`config.mk`:
```
export PLATFORM = sky130hd
export DESIGN_NAME = decode_issue
export DESIGN_NICKNAME = d
export VERILOG_FILES = /design/src/rtl/decode_issue.sv
export SDC_FILE = /design/constraint.sdc
export NUM_CORES = 1
export LEC_CHECK = 0
export CAP_MARGIN = 40
export CORE_ASPECT_RATIO = 1.25
export CORE_MARGIN = 2
export CORE_UTILIZATION = 50
export DETAILED_ROUTE_END_ITERATION = 10
export PLACE_DENSITY_LB_ADDON = 0.12
export SLEW_MARGIN = 25
export SYNTH_ARGS = -nofsm -noshare
export SYNTH_HDL_FRONTEND = slang
export SYNTH_SLANG_ARGS = --single-unit
export TNS_END_PERCENT = 20
```
`constraint.sdc`:
```
create_clock -name clk -period 3.2 [get_ports clk]
set_input_delay 0.64 -clock clk [delete_from_list [all_inputs] [get_ports clk]]
set_output_delay 0.64 -clock clk [all_outputs]
set_load 0.1 [all_outputs]
```
`src/rtl/decode_issue.sv`:
```
// rtl/decode_issue.sv - decode/issue stage: 4-entry register file, pending scoreboard, one-cycle ALU issue
// Optional build macro: DECODE_BYPASS_EN (same-cycle writeback forwarding into hazard check and operands)

module decode_issue #(
  parameter int DATA_W = 8
) (
  input  logic              clk,
  input  logic              rst_n,
  input  logic [7:0]        instr,
  input  logic              instr_valid,
  output logic              instr_ready,
  output logic [DATA_W-1:0] A,
  output logic [DATA_W-1:0] B,
  output logic [3:0]        opcode,
  output logic              alu_valid,
  output logic [1:0]        alu_rd,
  input  logic              wb_en,
  input  logic [1:0]        wb_addr,
  input  logic [DATA_W-1:0] wb_data
);

  // Architectural state and issue registers
  logic [DATA_W-1:0] regfile_q [4];
  logic [DATA_W-1:0] regfile_d [4];
  logic [3:0]        pending_q;
  logic [3:0]        pending_d;
  logic [DATA_W-1:0] a_q, a_d;
  logic [DATA_W-1:0] b_q, b_d;
  logic [3:0]        opcode_q, opcode_d;
  logic [1:0]        alu_rd_q, alu_rd_d;
  logic              alu_valid_q, alu_valid_d;

  // Decoded instruction fields
  logic [1:0]        op_f;
  logic [1:0]        rd_f;
  logic [1:0]        rs1_f;
  logic [1:0]        rs2_f;
  logic [3:0]        op_onehot;

  // Hazard / operand selection
  logic [3:0]        busy;
  logic [DATA_W-1:0] rs1_val;
  logic [DATA_W-1:0] rs2_val;
  logic              accept;

  // Split the instruction word and map the 2-bit op to a one-hot ALU opcode
  always_comb begin
    op_f  = instr[7:6];
    rd_f  = instr[5:4];
    rs1_f = instr[3:2];
    rs2_f = instr[1:0];
    op_onehot = 4'b0000;
    case (op_f)
      2'b00:   op_onehot = 4'b0001;
      2'b01:   op_onehot = 4'b0010;
      2'b10:   op_onehot = 4'b0100;
      default: op_onehot = 4'b1000;
    endcase
  end

  // Per-register busy view used by the stall check; with forwarding a writeback
  // landing this cycle releases its register immediately
  always_comb begin
    busy = pending_q;
`ifdef DECODE_BYPASS_EN
    if (wb_en) begin
      busy[wb_addr] = 1'b0;
    end
`endif
  end

  // Ready when no source or destination of the presented instruction is outstanding
  always_comb begin
    instr_ready = ~(busy[rd_f] | busy[rs1_f] | busy[rs2_f]);
    accept      = instr_valid & instr_ready;
  end

  // Operand read; the forwarding mux only exists in the bypass build
  always_comb begin
    rs1_val = regfile_q[rs1_f];
    rs2_val = regfile_q[rs2_f];
`ifdef DECODE_BYPASS_EN
    if (wb_en && (wb_addr == rs1_f)) begin
      rs1_val = wb_data;
    end
    if (wb_en && (wb_addr == rs2_f)) begin
      rs2_val = wb_data;
    end
`endif
  end

  // Register file and scoreboard update: writeback clears first, a new issue
  // to the same register then re-marks it outstanding
  always_comb begin
    for (int i = 0; i < 4; i++) begin
      regfile_d[i] = regfile_q[i];
    end
    pending_d = pending_q;
    if (wb_en) begin
      regfile_d[wb_addr] = wb_data;
      pending_d[wb_addr] = 1'b0;
    end
    if (accept) begin
      pending_d[rd_f] = 1'b1;
    end
  end

  // Issue register: capture operands on accept, otherwise emit a bubble while
  // operands and tag keep their last values
  always_comb begin
    a_d         = a_q;
    b_d         = b_q;
    alu_rd_d    = alu_rd_q;
    opcode_d    = 4'b0000;
    alu_valid_d = 1'b0;
    if (accept) begin
      a_d         = rs1_val;
      b_d         = rs2_val;
      alu_rd_d    = rd_f;
      opcode_d    = op_onehot;
      alu_valid_d = 1'b1;
    end
  end

  // State registers with asynchronous active-low clear
  always_ff @(posedge clk or negedge rst_n) begin
    if (!rst_n) begin
      for (int i = 0; i < 4; i++) begin
        regfile_q[i] <= '0;
      end
      pending_q   <= 4'b0000;
      a_q         <= '0;
      b_q         <= '0;
      opcode_q    <= 4'b0000;
      alu_rd_q    <= 2'b00;
      alu_valid_q <= 1'b0;
    end else begin
      for (int i = 0; i < 4; i++) begin
        regfile_q[i] <= regfile_d[i];
      end
      pending_q   <= pending_d;
      a_q         <= a_d;
      b_q         <= b_d;
      opcode_q    <= opcode_d;
      alu_rd_q    <= alu_rd_d;
      alu_valid_q <= alu_valid_d;
    end
  end

  // Output drive
  always_comb begin
    A         = a_q;
    B         = b_q;
    opcode    = opcode_q;
    alu_rd    = alu_rd_q;
    alu_valid = alu_valid_q;
  end

endmodule

```
* Word level (Yosys, flattened, before mapping)
Cells that the tools add are included.
** Word-level totals
- Word-level logic and storage cells :: 60
- Input bits :: 22
- Output and inout bits :: 24
- Bits in registers :: 59
** Operators by class
- Order comparisons :: 10
- Reductions and logical operators :: 4
- Bitwise operators :: 10
- Multiplexer cells :: 24
- Equality and inequality tests :: 2
** Operators by type and width (count)
- 8-bit two-way mux :: 5
- 8-bit binary-select mux with 2-bit select :: 2
- 32-bit bitwise mux :: 1
- 8-bit demux with 2-bit select :: 1
- 2-bit by 3-bit < comparator with 1-bit output (second input constant) :: 4
- 4-bit two-way mux :: 3
- 4-bit one-hot mux with 3 select lines :: 1
- 3-bit >= comparator (second input constant) :: 3
- 2-bit inverter with 3-bit output :: 3
- 1-bit binary-select mux with 2-bit select :: 3
- 1-bit two-way mux :: 6
- 4-bit AND :: 1
- 1-bit demux with 2-bit select :: 2
- 2-bit by 1-bit >= comparator with 1-bit output (second input constant) :: 2
- 4-bit inverter :: 1
- 4-bit OR :: 1
- 1-bit logical AND :: 3
- 3-bit by 1-bit < comparator with 1-bit output (second input constant) :: 1
- 2-bit by 1-bit equality test with 1-bit output (second input constant) :: 1
- 2-bit equality test (second input constant) :: 1
- 2-bit logical NOT :: 1
- 1-bit OR :: 2
- 1-bit AND :: 1
- 1-bit inverter :: 1

* Depth between registers and ports, before layout
Gate-level depths: netlist of the first run.
- Depth in word-level cells :: 9
- Depth in mapped cells :: 7
- Depth with buffers taken out :: 4

* Worst setup path before layout of the first run
OpenSTA, ideal clock, no wires.
- Kind :: input -> output
- Start point :: in instr[0]
- End point :: out instr_ready
- Data required time :: 2560 ps
- Path slack :: -916 ps
- Data arrival time :: 3476 ps
- Stages on the path :: 3
- Buffers on the path :: 1
- Cells stage by stage :: buf_2 -> mux4_2 -> nor3_1
** Between the ends
- Longest elaborated chain between the ends :: 4
** Ends and longest elaborated chain
- from (decl) :: RTL line 9 : input logic [7:0] instr,
- 1-bit binary-select mux with 2-bit select :: RTL line 74 : instr_ready = ~(busy[rd_f] | busy[rs1_f] | busy[rs2_f]);
- 1-bit two-way mux (not written as such) :: RTL line 74
- 1-bit OR :: RTL line 74
- 1-bit inverter :: RTL line 74
- to (decl) :: RTL line 11 : output logic instr_ready,
No other way between the ends. The select of a mux whose other input is x is not followed.

* Worst setup path after layout of the first run
- Start point :: in instr[4]
- End point :: out instr_ready
** Between the ends
- Longest elaborated chain between the ends :: 5
** Ends and longest elaborated chain (RTL line)
- 1-bit binary-select mux with 2-bit select :: 74
- 1-bit two-way mux (not written as such) :: 74
- 1-bit OR (2 in series) :: 74
- 1-bit inverter :: 74
No other way between the ends. The select of a mux whose other input is x is not followed.

==> results of run 1 <==
synth_stat cells (all sizes together):
library cell   n  area share, %
a32o           2           0.72
nand2          1           0.14
or4            1           0.41
and3           1           0.23
inv            3           0.41
nor3b          3            1.0
mux4          19             16
clkbuf         2           0.27
o32ai          1           0.32
nand3          1           0.18
dfrtp         59             53
mux2          50             23
buf            5            2.4
o31ai          1           0.27
nor3           2           0.36
clkinv         1           0.32
nand3b         2           0.54
worst max-delay path, cell delays in order:
cell	delay (ps)
clkdlybuf4s50_1	540
mux4_2	570
nor3_4	250
buf_12	200
kinds of logic (layout without fill, tap and decap cells):
family / Yosys count / count (layout) / share of synthesized area (%)
AO/OA/AOI/OAI: 4 / 4 / 1.31
AND/OR/NAND/NOR: 11 / 11 / 2.85
buffers and inverters: 11 / 72 / 3.44
flip-flops: 59 / 59 / 53.4
multiplexers: 69 / 69 / 39.0
metal layers:
layer,up-vias,part of all wire [%],global-route usage [%]
met5,-,0,0
met4,0,1.9,9.79
met3,10,5.9,6.13
met2,60,53,33.4
met1,862,39,23.6
li1,717,-,-
sequential cells by signal, summed over array words and instances, names as in the netlist:
register,count
B,8
opcode,4
busy,4
alu_valid,1
alu_rd,2
regfile_q,32
A,8
placed cells by master, fill, tap and decap left out, drive strengths merged:
cell type / instances
nor3b: 3
nor3: 2
nand3b: 2
a32o: 2
nand3: 1
or4: 1
bufinv: 4
nand2: 1
buf: 32
clkinv: 1
clkbuf: 12
o32ai: 1
o31ai: 1
mux4: 19
inv: 3
dfrtp: 59
and3: 1
clkdlybuf4s50: 20
mux2: 50
per-stage QoR:
stage	cells	instance area (sq um)	setup WS (ps)
detailed placement	263	3230	143
CTS	279	3510	354
global route	279	3510	328
floorplan	154	2780	342
finish	279	3510	352
global placement	263	3230	200
final timing paths:
kind,from,endpoint,slack [ps],cells past startpoint
max,instr[4],instr_ready,350,4
min,rst_n,B[6],420,2
max reg2reg,busy[0],A[0],960,4
min reg2reg,alu_rd[1],alu_rd[1],510,1
max in group asynchronous,rst_n,B[5],2270,2
min in group clk,alu_rd[1],alu_rd[1],510,1
layout make-up:
cell class,count,area (sq um)
Clock buffer,12,155
Clock inverter,4,120
Fill cell,378,1860
Inverter,4,20.0
Multi-Input combinational cell,84,1200
Sequential cell,59,1480
Tap cell,64,80.1
Timing Repair Buffer,52,450
==> results.py, run 1 <==
metrics = {
    "status": {
        "status": "finished, final reports clean",
    },
    "yosys": {
        "syn_area_per_cell_sq_um": 17.9,
        "seq_area_frac_synth_pct": 53.4,
        "ys_warn_count": 0,
        "syn-num-nets": 176,
        "synthDistinctLibCells": 22,
        "postSynthCellCount": 154,
        "ys_ff_latch": 59,
        "syn-cell-area_sq_mm": 0.00276,
    },
    "route": {
        "ant_nets": 0,
        "drc": 0,
        "wirelength_mm": 5.64,
        "num_vias": 1649,
        "drtIter0Drc": 128,
        "wl_per_cell_um": 20.2,
        "drt-pass1-iter-count": 4,
        "post_drt_via_cell_ratio": 5.91,
    },
    "sta": {
        "final.min_clock_period_ps": 2850,
        "max_freq_ghz": 0.351,
        "hold_violations": 0,
        "fin_crit_sh_pct": 89.0,
        "setup_viol": 0,
        "holdWs_ps": 424,
        "slew_headroom_pct": 51.8,
        "fin_skew_ps": 9.28,
        "worst-slew-pin-transition_ps": 724,
        "setup_tns_ps": 0,
        "rsz0062_at_grt": "no",
        "slew_violations": 0,
    },
    "clock_network": {
        "cts_setup_buffers": 0,
        "cts-resized-gates": 0,
        "cts_made_buffers": 9,
        "path_clk_slew_ps": 70,
        "clockRootBuffer": "clkbuf_8",
        "cts_tree": "built",
        "htree_num_levels": 3,
        "cts_sinks": 59,
        "hold_buffers": 0,
        "clock_path_buffers": 2,
        "clk_latency_ps": 340,
    },
    "final_layout": {
        "antennaDiodeCount": 0,
        "drive_above_1_share_pct": 52.6,
        "syn_to_final_growth_pct": 26.8,
        "fin_util_pct": 65.3,
        "nNetsFinal": 232,
    },
    "global_routing": {
        "antenna_found_initial": 0,
        "grt-ovfl-total": 0,
        "grt_max_degree": 60,
        "grt_pass1_vias": 1772,
        "grt_usage_pct": 20.0,
        "grt_pass1_wl_mm": 9.07,
    },
    "place": {
        "dp.final_hpwl_mm": 3.87,
        "gp_congestion": 0.771,
        "port_buffers": 45,
    },
    "floorplanning": {
        "die_area_sq_mm": 0.00614,
        "initial_core_util_pct": 51.5,
        "die_h_um": 87.1,
        "die_x_um": 70.5,
        "core_sq_mm": 0.00537,
        "pin_count": 46,
        "rows": 30,
    },
    "flow_run": {
        "max-cap-violations": 0,
    },
    "critical_path": {
        "crit_fanout": 2,
        "endpoint_kind": "output pin",
        "cp.required_ps": 2560,
        "worstPathArrival_ps": 2210,
        "critPathKind": "in -> out",
        "worstSetupStartpointType": "input pin",
    },
    "min_path": {
        "min_path_type": "in -> async",
    },
}
Power of run 1 is not shown: default switching activity piles up to over one toggle a cycle in this logic, so the estimate is an artifact.
==> inputs of run 2 (changes only) <==
- GPL_ROUTABILITY_DRIVEN: default -> 0
- clock period: 3.2 -> 3.52 ns (I/O delays scaled with it)
==> run 2 against run 1 <==
Compared with the run above:
- core utilization is 6.3 points higher
- via count is 3.1% higher
- critical path depth stayed put
- global-route usage is 0.75 points higher
- count of clock-buffer cells in the layout stayed put
- final cell count is 8.2% higher
- sequential share of layout area is 3.7 points lower
- wire length is 1.5% higher
- register-to-register slack better by 340 ps
==> results.py, run 2 (synthesis gave the netlist of run 1 again) <==
metrics = {
    "global_routing": {
        "grt_pass1_wl_mm": 9.60,
        "grt-ovfl-total": 0,
        "grt_max_degree": 37,
        "grt_usage_pct": 20.8,
        "antenna_found_initial": 0,
        "grt_pass1_vias": 1888,
    },
    "sta": {
        "setup_viol": 0,
        "fin_skew_ps": 12.7,
        "slew_headroom_pct": 55.9,
        "rsz0062_at_grt": "no",
        "setup_tns_ps": 0,
        "hold_violations": 0,
        "max_freq_ghz": 0.328,
        "final.min_clock_period_ps": 3050,
        "slew_violations": 0,
        "worst-slew-pin-transition_ps": 660,
        "holdWs_ps": 188,
        "fin_crit_sh_pct": 86.6,
    },
    "floorplanning": {
        "initial_core_util_pct": 51.5,
        "die_x_um": 70.5,
        "pin_count": 46,
        "core_sq_mm": 0.00537,
        "rows": 30,
        "die_h_um": 87.1,
        "die_area_sq_mm": 0.00614,
    },
    "clock_network": {
        "clock_path_buffers": 2,
        "cts_made_buffers": 9,
        "cts_tree": "built",
        "cts_sinks": 59,
        "clk_latency_ps": 330,
        "cts-resized-gates": 0,
        "path_clk_slew_ps": 70,
        "cts_setup_buffers": 0,
        "htree_num_levels": 3,
        "clockRootBuffer": "clkbuf_8",
        "hold_buffers": 0,
    },
    "final_layout": {
        "fin_util_pct": 71.6,
        "syn_to_final_growth_pct": 39.1,
        "nNetsFinal": 255,
        "drive_above_1_share_pct": 47.5,
        "largest_register_ff_count": 32,
        "final_cell_mix": "dfrtp_1, clkdlybuf4s50_1, mux2_2",
        "fin_cells": 302,
        "antennaDiodeCount": 0,
        "largest_register": "regfile_q",
        "final_common_cell": "dfrtp_1",
    },
    "critical_path": {
        "endpoint_kind": "output pin",
        "rr_startpoint": "busy[0]",
        "crit_fanout": 6,
        "worstSetupStartpointType": "input pin",
        "worstPathArrival_ps": 2340,
        "cp-startpoint": "instr[4]",
        "cp.required_ps": 2820,
        "critPathKind": "in -> out",
    },
    "route": {
        "post_drt_via_cell_ratio": 5.63,
        "ant_nets": 0,
        "drc": 0,
        "drtIter0Drc": 102,
        "wirelength_mm": 5.73,
        "wl_per_cell_um": 19.0,
        "drt-pass1-iter-count": 4,
        "num_vias": 1700,
    },
    "pwr": {
        "ir_drop_uv": 529,
        "power_density_mw_per_mm2": 991,
        "total_leakage_power_uw": 0.00167,
        "power_uw": 3810,
    },
    "flow_run": {
        "max-cap-violations": 0,
    },
    "place": {
        "port_buffers": 45,
        "dp.final_hpwl_mm": 4.06,
        "dp.cells": 285,
    },
    "min_path": {
        "min_path_type": "in -> async",
    },
    "status": {
        "status": "finished, final reports clean",
    },
}
[run 2: changes by cell type in the layout (fill, tap and decap cells not counted)]
cell / delta
buf_4: -24
clkdlybuf4s50_1: +23
nor3_4: -1
bufinv_16: -3
buf_12: +1
nor3_2: +1
clkinv_4: +1
clkinv_2: +2
buf_8: +23
[run 2: final cells by class]
class                      instances  area, sq um
inverter                           4         20.0
clock buffer                      12          155
tap                               64         80.1
fill                             345         1520
timing repair buffer              75          866
clock inverter                     4         48.8
sequential                        59         1480
multi-input combinational         84         1200
[run 2: per-stage QoR]
step / setup slack [ps] / cell area [sq um]
2_1_floorplan: 132 / 2770
3_3_place_gp: 415 / 3270
3_5_place_dp: 347 / 3620
4_1_cts: 461 / 3820
5_1_grt: 353 / 3840
6_report: 473 / 3840
[run 2: worst paths after layout]
kind | end | slack, ps | cells past startpoint
hold / removal | alu_valid | 190 | 1
setup reg to reg | A[3] | 1300 | 4
min in group clk | alu_rd[1] | 510 | 1
max in group asynchronous | regfile_q[5] | 2550 | 3
hold reg to reg | alu_rd[1] | 510 | 1
setup / recovery | instr_ready | 470 | 4
[run 2: per-layer routing]
metal	GRT usage, %	part of all wire (%)
met5	0	0
met4	8.92	1.6
met3	3.13	3.9
met2	34.6	51
met1	27.3	43
[run 2: critical path, stage by stage]
cell and delay (ps):
clkdlybuf4s50_1 590, mux4_2 560, nor3_2 280, buf_12 210
[run 2: report_power, final]
group | leakage, uW | internal [uW] | switching, uW
registers | 0.000712 | 889 | 135
logic | 0.000848 | 917 | 1250
clock network | 0.000106 | 364 | 251
No activity file was read; power rests on OpenSTA's default activity.
==> inputs of run 3 (changes only) <==
- CTS_CLUSTER_SIZE: default -> 20
==> results of run 3 <==
Final layout, timing and power as in run 2 (identical DEF).
==> variant 1: new RTL, flow settings as in run 1 <==
`a_q` no longer has a reset.
--- a/src/rtl/decode_issue.sv
+++ b/src/rtl/decode_issue.sv
@@ -129,7 +129,6 @@
         regfile_q[i] <= '0;
       end
       pending_q   <= 4'b0000;
-      a_q         <= '0;
       b_q         <= '0;
       opcode_q    <= 4'b0000;
       alu_rd_q    <= 2'b00;
@@ -139,12 +138,15 @@
         regfile_q[i] <= regfile_d[i];
       end
       pending_q   <= pending_d;
-      a_q         <= a_d;
       b_q         <= b_d;
       opcode_q    <= opcode_d;
       alu_rd_q    <= alu_rd_d;
       alu_valid_q <= alu_valid_d;
     end
+  end
+
+  always_ff @(posedge clk) begin
+    a_q <= a_d;
   end
 
   // Output drive
Formal check against the unedited RTL: differs if rst_n is asserted again (counterexample within 4 cycles, from zero or initial values and one cycle with rst_n low); with rst_n held inactive, the same outputs for 10 cycles.
==> variant 1 against run 1 <==
Routed wire length down 3.9%; worst setup slack lost 0.16 ns; critical path depth grew 2; sequential cell count did not move; clock skew rose by 0.0033 ns; area after synthesis is 4.6% lower; final area decreased by 4.1%.
==> variant 1: results (changes against run 1) <==
<table>
<tr><th>Metric</th><th>Value</th></tr>
<tr><th colspan="2">Final layout</th></tr>
<tr><td>Non-clock buffer instance count of the final layout</td><td>53 (+1.9%)</td></tr>
<tr><td>Count of clock buffers in the final design</td><td>10 (-2)</td></tr>
<tr><td>Count of flip-flops and latches</td><td>59 (unchanged)</td></tr>
<tr><td>Sequential share of cell area</td><td>45.1% (+3.0 points)</td></tr>
<tr><td>Area taken by multi-input logic gates</td><td>0.00107 mm² (-11%)</td></tr>
<tr><td>Fraction of area in clock buffers and inverters</td><td>6.73% (-1.1 points)</td></tr>
<tr><td>Number of nets in the layout</td><td>234 (+0.86%)</td></tr>
<tr><th colspan="2">Route</th></tr>
<tr><td>Count of routing violations after the opening detailed-route iteration</td><td>118 (-7.8%)</td></tr>
<tr><td>Total number of vias</td><td>1599 (-3.0%)</td></tr>
<tr><td>Vias per std cell</td><td>5.73 (-3.0%)</td></tr>
<tr><th colspan="2">Synth</th></tr>
<tr><td>Number of nets produced by synthesis</td><td>175 (-0.57%)</td></tr>
<tr><td>Library cells used by synthesis</td><td>29 (+32%)</td></tr>
<tr><td>Post-synth ARST share</td><td>86.4% (-14 points)</td></tr>
<tr><td>Cells taking the most area after synthesis</td><td>dfrtp_1 48%, mux2_2 16%, mux4_2 14%</td></tr>
<tr><td>Count of flip-flops with a built-in enable after synthesis</td><td>8 (+8)</td></tr>
<tr><th colspan="2">STA</th></tr>
<tr><td>Worst clock skew on the final layout</td><td>0.0126 ns (+0.00328 ns)</td></tr>
<tr><td>Worst Hold Margin</td><td>0.317 ns (-0.107 ns)</td></tr>
<tr><th colspan="2">Critical path</th></tr>
<tr><td>Startpoint of the worst register-to-register path</td><td>busy[3]</td></tr>
<tr><td>Max Fanout on Critical Path</td><td>5 (+3)</td></tr>
<tr><td>Reg2Reg Setup Slack</td><td>1.30 ns (+0.34 ns)</td></tr>
<tr><th colspan="2">Status</th></tr>
<tr><td>Run status</td><td>complete, no violations</td></tr>
<tr><th colspan="2">Global routing</th></tr>
<tr><td>First-pass GRT wire length</td><td>8490 µm (-6.4%)</td></tr>
<tr><td>Global-route track usage on met1</td><td>28.0% (+4.3 points)</td></tr>
<tr><td>Met2 track demand over resource</td><td>32.3% (-1.1 points)</td></tr>
<tr><th colspan="2">Placed design</th></tr>
<tr><td>Standard cell area after detailed placement</td><td>0.00314 mm² (-2.9%)</td></tr>
</table>
-- variant 1: changes by cell type in the layout (fill, tap and decap cells not counted), sizes merged, moves of 3 or more --
cell	delta
mux4	-3
edfxtp	+8
mux2	-8
dfrtp	-8
nor2	+3
-- variant 1: per-stage QoR --
step	setup WS, ns	util (%)
6_report	0.188	66.2
5_1_grt	0.138	66.2
4_1_cts	0.176	66.2
3_5_place_dp	0.189	61.7
3_3_place_gp	0.252	61.7
2_1_floorplan	0.258	-
-- variant 1: per-layer routing --
layer / wire, µm / part of all wire [%] / vias to the layer above
li1: - / - / 716
met1: 2360 / 43 / 827
met2: 2750 / 51 / 49
met3: 245 / 4.5 / 7
met4: 76 / 1.4 / 0
met5: 0 / 0 / -
-- variant 1: worst max-delay path by stage --
stage,from,slack [ns],to
final,instr[5],0.19,instr_ready
after CTS,instr[5],0.18,instr_ready
after floorplan,instr[5],0.26,instr_ready
after detailed placement,instr[5],0.19,instr_ready
after global routing,instr[5],0.14,instr_ready
after global placement,instr[2],0.25,instr_ready
-- variant 1: kinds of logic after synthesis --
logic type	count (synthesis)	synth area share [%]
AND/OR/NAND/NOR	17	4.60
flip-flops	59	57.5
buffers and inverters	8	1.95
multiplexers	59	32.6
AO/OA/AOI/OAI	10	3.37
-- variant 1: power by group through the flow --
stage	logic [mW]	registers, mW	clock network [mW]
after floorplan	0.454	1.77	0
after global placement	1.44	1.08	0
after detailed placement	1.45	1.10	0
after CTS	1.46	1.09	0.772
after global routing	1.50	1.11	0.805
final	1.44	1.09	0.753
-- variant 1: worst max-delay path, stage by stage --
cell and delay, ns:
clkdlybuf4s50_1 0.42, nor2b_1 0.17, a221o_1 0.28, a221o_2 0.48, nor2_2 0.19, buf_12 0.19
==> variant 2: new RTL, config.mk and constraints of run 1 <==
Without the edit above. Add a define of `DECODE_BYPASS_EN`.
--- a/src/rtl/decode_issue.sv
+++ b/src/rtl/decode_issue.sv
@@ -1,5 +1,7 @@
 // rtl/decode_issue.sv - decode/issue stage: 4-entry register file, pending scoreboard, one-cycle ALU issue
 // Optional build macro: DECODE_BYPASS_EN (same-cycle writeback forwarding into hazard check and operands)
+
+`define DECODE_BYPASS_EN
 
 module decode_issue #(
   parameter int DATA_W = 8
Function: changed (a bounded check fails within 4 cycles, from zero or initial values and one cycle with rst_n low).
==> variant 2 against run 1 <==
Worst setup slack got worse by 0.16 ns; sequential share of layout area shrank 2.0 points; routed wire length is 14% higher; area after synthesis is 10% higher; maximum frequency fell by 5.5%; die area rose by 9.5%; clock skew shrank 0.0012 ns; sequential cell count unchanged; final area rose by 5.0%; critical path type unchanged.
==> variant 2: results (changes against run 1) <==
<table>
<tr><th>Metric</th><th>Value</th></tr>
<tr><th colspan="2">Global routing</th></tr>
<tr><td>Number of antenna violations at the first check in global routing</td><td>0 (unchanged)</td></tr>
<tr><td>GRT Total Usage</td><td>21.9% (+1.9 points)</td></tr>
<tr><td>Vias in the first global route</td><td>2107 (+19%)</td></tr>
<tr><td>First-pass GRT wire length</td><td>10700 µm (+18%)</td></tr>
<tr><th colspan="2">Final layout</th></tr>
<tr><td>Flip-flop count of the largest register after layout</td><td>32 (unchanged)</td></tr>
<tr><td># diodes</td><td>0 (unchanged)</td></tr>
<tr><td>Number of nets in the layout</td><td>260 (+12%)</td></tr>
<tr><td>Fill cell count</td><td>459 (+21%)</td></tr>
<tr><td>Fraction of final layout cells with drive strength greater than 1</td><td>51.2% (-1.3 points)</td></tr>
<tr><td>Register with the most flip-flops</td><td>regfile_q</td></tr>
<tr><th colspan="2">Synth</th></tr>
<tr><td>Number of nets produced by synthesis</td><td>208 (+18%)</td></tr>
<tr><td>Post-synth ARST share</td><td>100% (unchanged)</td></tr>
<tr><td>Post-synth top cells</td><td>59 x dfrtp_1, 40 x mux2_2, 18 x mux4_2, 15 x mux2_4, 11 x mux2_1</td></tr>
<tr><td>Sequential fraction of the synthesis area</td><td>48.6% (-4.9 points)</td></tr>
<tr><td>Cells taking the most area after synthesis</td><td>dfrtp_1 49%, mux2_2 15%, mux4_2 13%</td></tr>
<tr><td>Library cells used by synthesis</td><td>28 (+27%)</td></tr>
<tr><th colspan="2">STA</th></tr>
<tr><td>Worst Max-Slew Pin Slew</td><td>0.735 ns (+0.0117 ns)</td></tr>
<tr><td>Worst clock skew on the final layout</td><td>0.00812 ns (-0.00116 ns)</td></tr>
<tr><th colspan="2">Clock tree</th></tr>
<tr><td>Clk pin slew, worst setup/hold paths</td><td>0.07 ns (about the same)</td></tr>
<tr><td>Clock buffer count from CTS</td><td>9 (unchanged)</td></tr>
<tr><th colspan="2">Critical path</th></tr>
<tr><td>Max Fanout on Critical Path</td><td>7 (+5)</td></tr>
<tr><td>Critical path data arrival time</td><td>2.37 ns (+0.16 ns)</td></tr>
<tr><th colspan="2">Placed design</th></tr>
<tr><td>GPL Wtd Cong</td><td>0.761 (-1.3%)</td></tr>
<tr><td>Post-detail-place hpwl</td><td>4350 µm (+12%)</td></tr>
<tr><th colspan="2">Route</th></tr>
<tr><td>Count of routing violations after the opening detailed-route iteration</td><td>107 (-16%)</td></tr>
<tr><td>Total number of vias</td><td>1858 (+13%)</td></tr>
<tr><td>WL final</td><td>6450 µm (+14%)</td></tr>
<tr><th colspan="2">Pwr</th></tr>
<tr><td>Leakage component of the power</td><td>1.61 nW</td></tr>
<tr><th colspan="2">Status</th></tr>
<tr><td>Run status</td><td>complete, no violations</td></tr>
</table>
==> variant 2: cell types whose count changed after synthesis, sizes merged <==
cell and change:
mux2 +16, xor2 +6, buf +5, o31ai +2
or3 +2, clkbuf -1, nand2 +1, nand4b +1
nor2 +1, nor3b -1, o31a +1, or4 -1
==> variant 2: worst max-delay path, cell delays in order <==
cell,delay [ns]
clkdlybuf4s50_1,0.57
xor2_1,0.24
o31ai_1,0.45
nand2_1,0.13
nor2_2,0.15
buf_12,0.19
==> variant 2: area by class of cell <==
| class | instances | share of cell area [%] |
|---|---|---|
| clock inverter | 2 | 0.952 |
| multi-input combinational | 112 | 39.5 |
| clock buffer | 13 | 4.32 |
| tap | 66 | 2.24 |
| timing repair buffer | 52 | 12.3 |
| inverter | 4 | 0.544 |
| sequential | 59 | 40.1 |
==> variant 2: metrics by stage <==
step	std cells	instance area (µm²)	utilization (%)	worst slack [ns]	power [mW]
global route	308	3680	63.3	0.0763	3.96
CTS	308	3670	63.1	0.102	3.83
detailed placement	293	3480	59.8	0.112	3.14
finish	308	3680	63.3	0.188	3.80
global placement	293	3480	59.8	0.173	3.09
floorplan	186	3040	-	0.224	2.74
==> variant 2: power breakdown <==
part | switching, mW | internal [mW] | total [mW] | leakage, nW
Sequential | 0.149 | 0.977 | 1.13 | 0.712
Combinational | 1.34 | 0.660 | 2.00 | 0.796
Clock | 0.281 | 0.397 | 0.678 | 0.0995
==> variant 2: worst paths after layout <==
path / startpoint / to / slack (ns) / cells past startpoint
max: wb_addr[0] / instr_ready / 0.19 / 6
min: rst_n / alu_rd[0] / 0.43 / 2
max reg2reg: pending_q[3] / B[4] / 1.14 / 5
min reg2reg: alu_rd[1] / alu_rd[1] / 0.49 / 1
max in group asynchronous: rst_n / A[2] / 2.26 / 2
min in group clk: alu_rd[1] / alu_rd[1] / 0.49 / 1
==> variant 2: logic make-up after synthesis <==
group	after synthesis	synth area share, %
flops	59	48.6
compound gates	7	1.98
simple gates	14	3.41
mux	85	40.5
xor+xnor	6	1.73
buf+inv	15	3.83
==> variant 2: per-layer routing <==
metal | vias up | wire length (µm) | part of all wire (%) | global-route usage (%)
met1 | 957 | 2710 | 42 | 27.5
met5 | - | 0 | 0 | 0
met2 | 74 | 3260 | 51 | 35.4
met4 | 0 | 125 | 1.9 | 10.0
li1 | 815 | - | - | -
met3 | 12 | 351 | 5.4 | 5.11
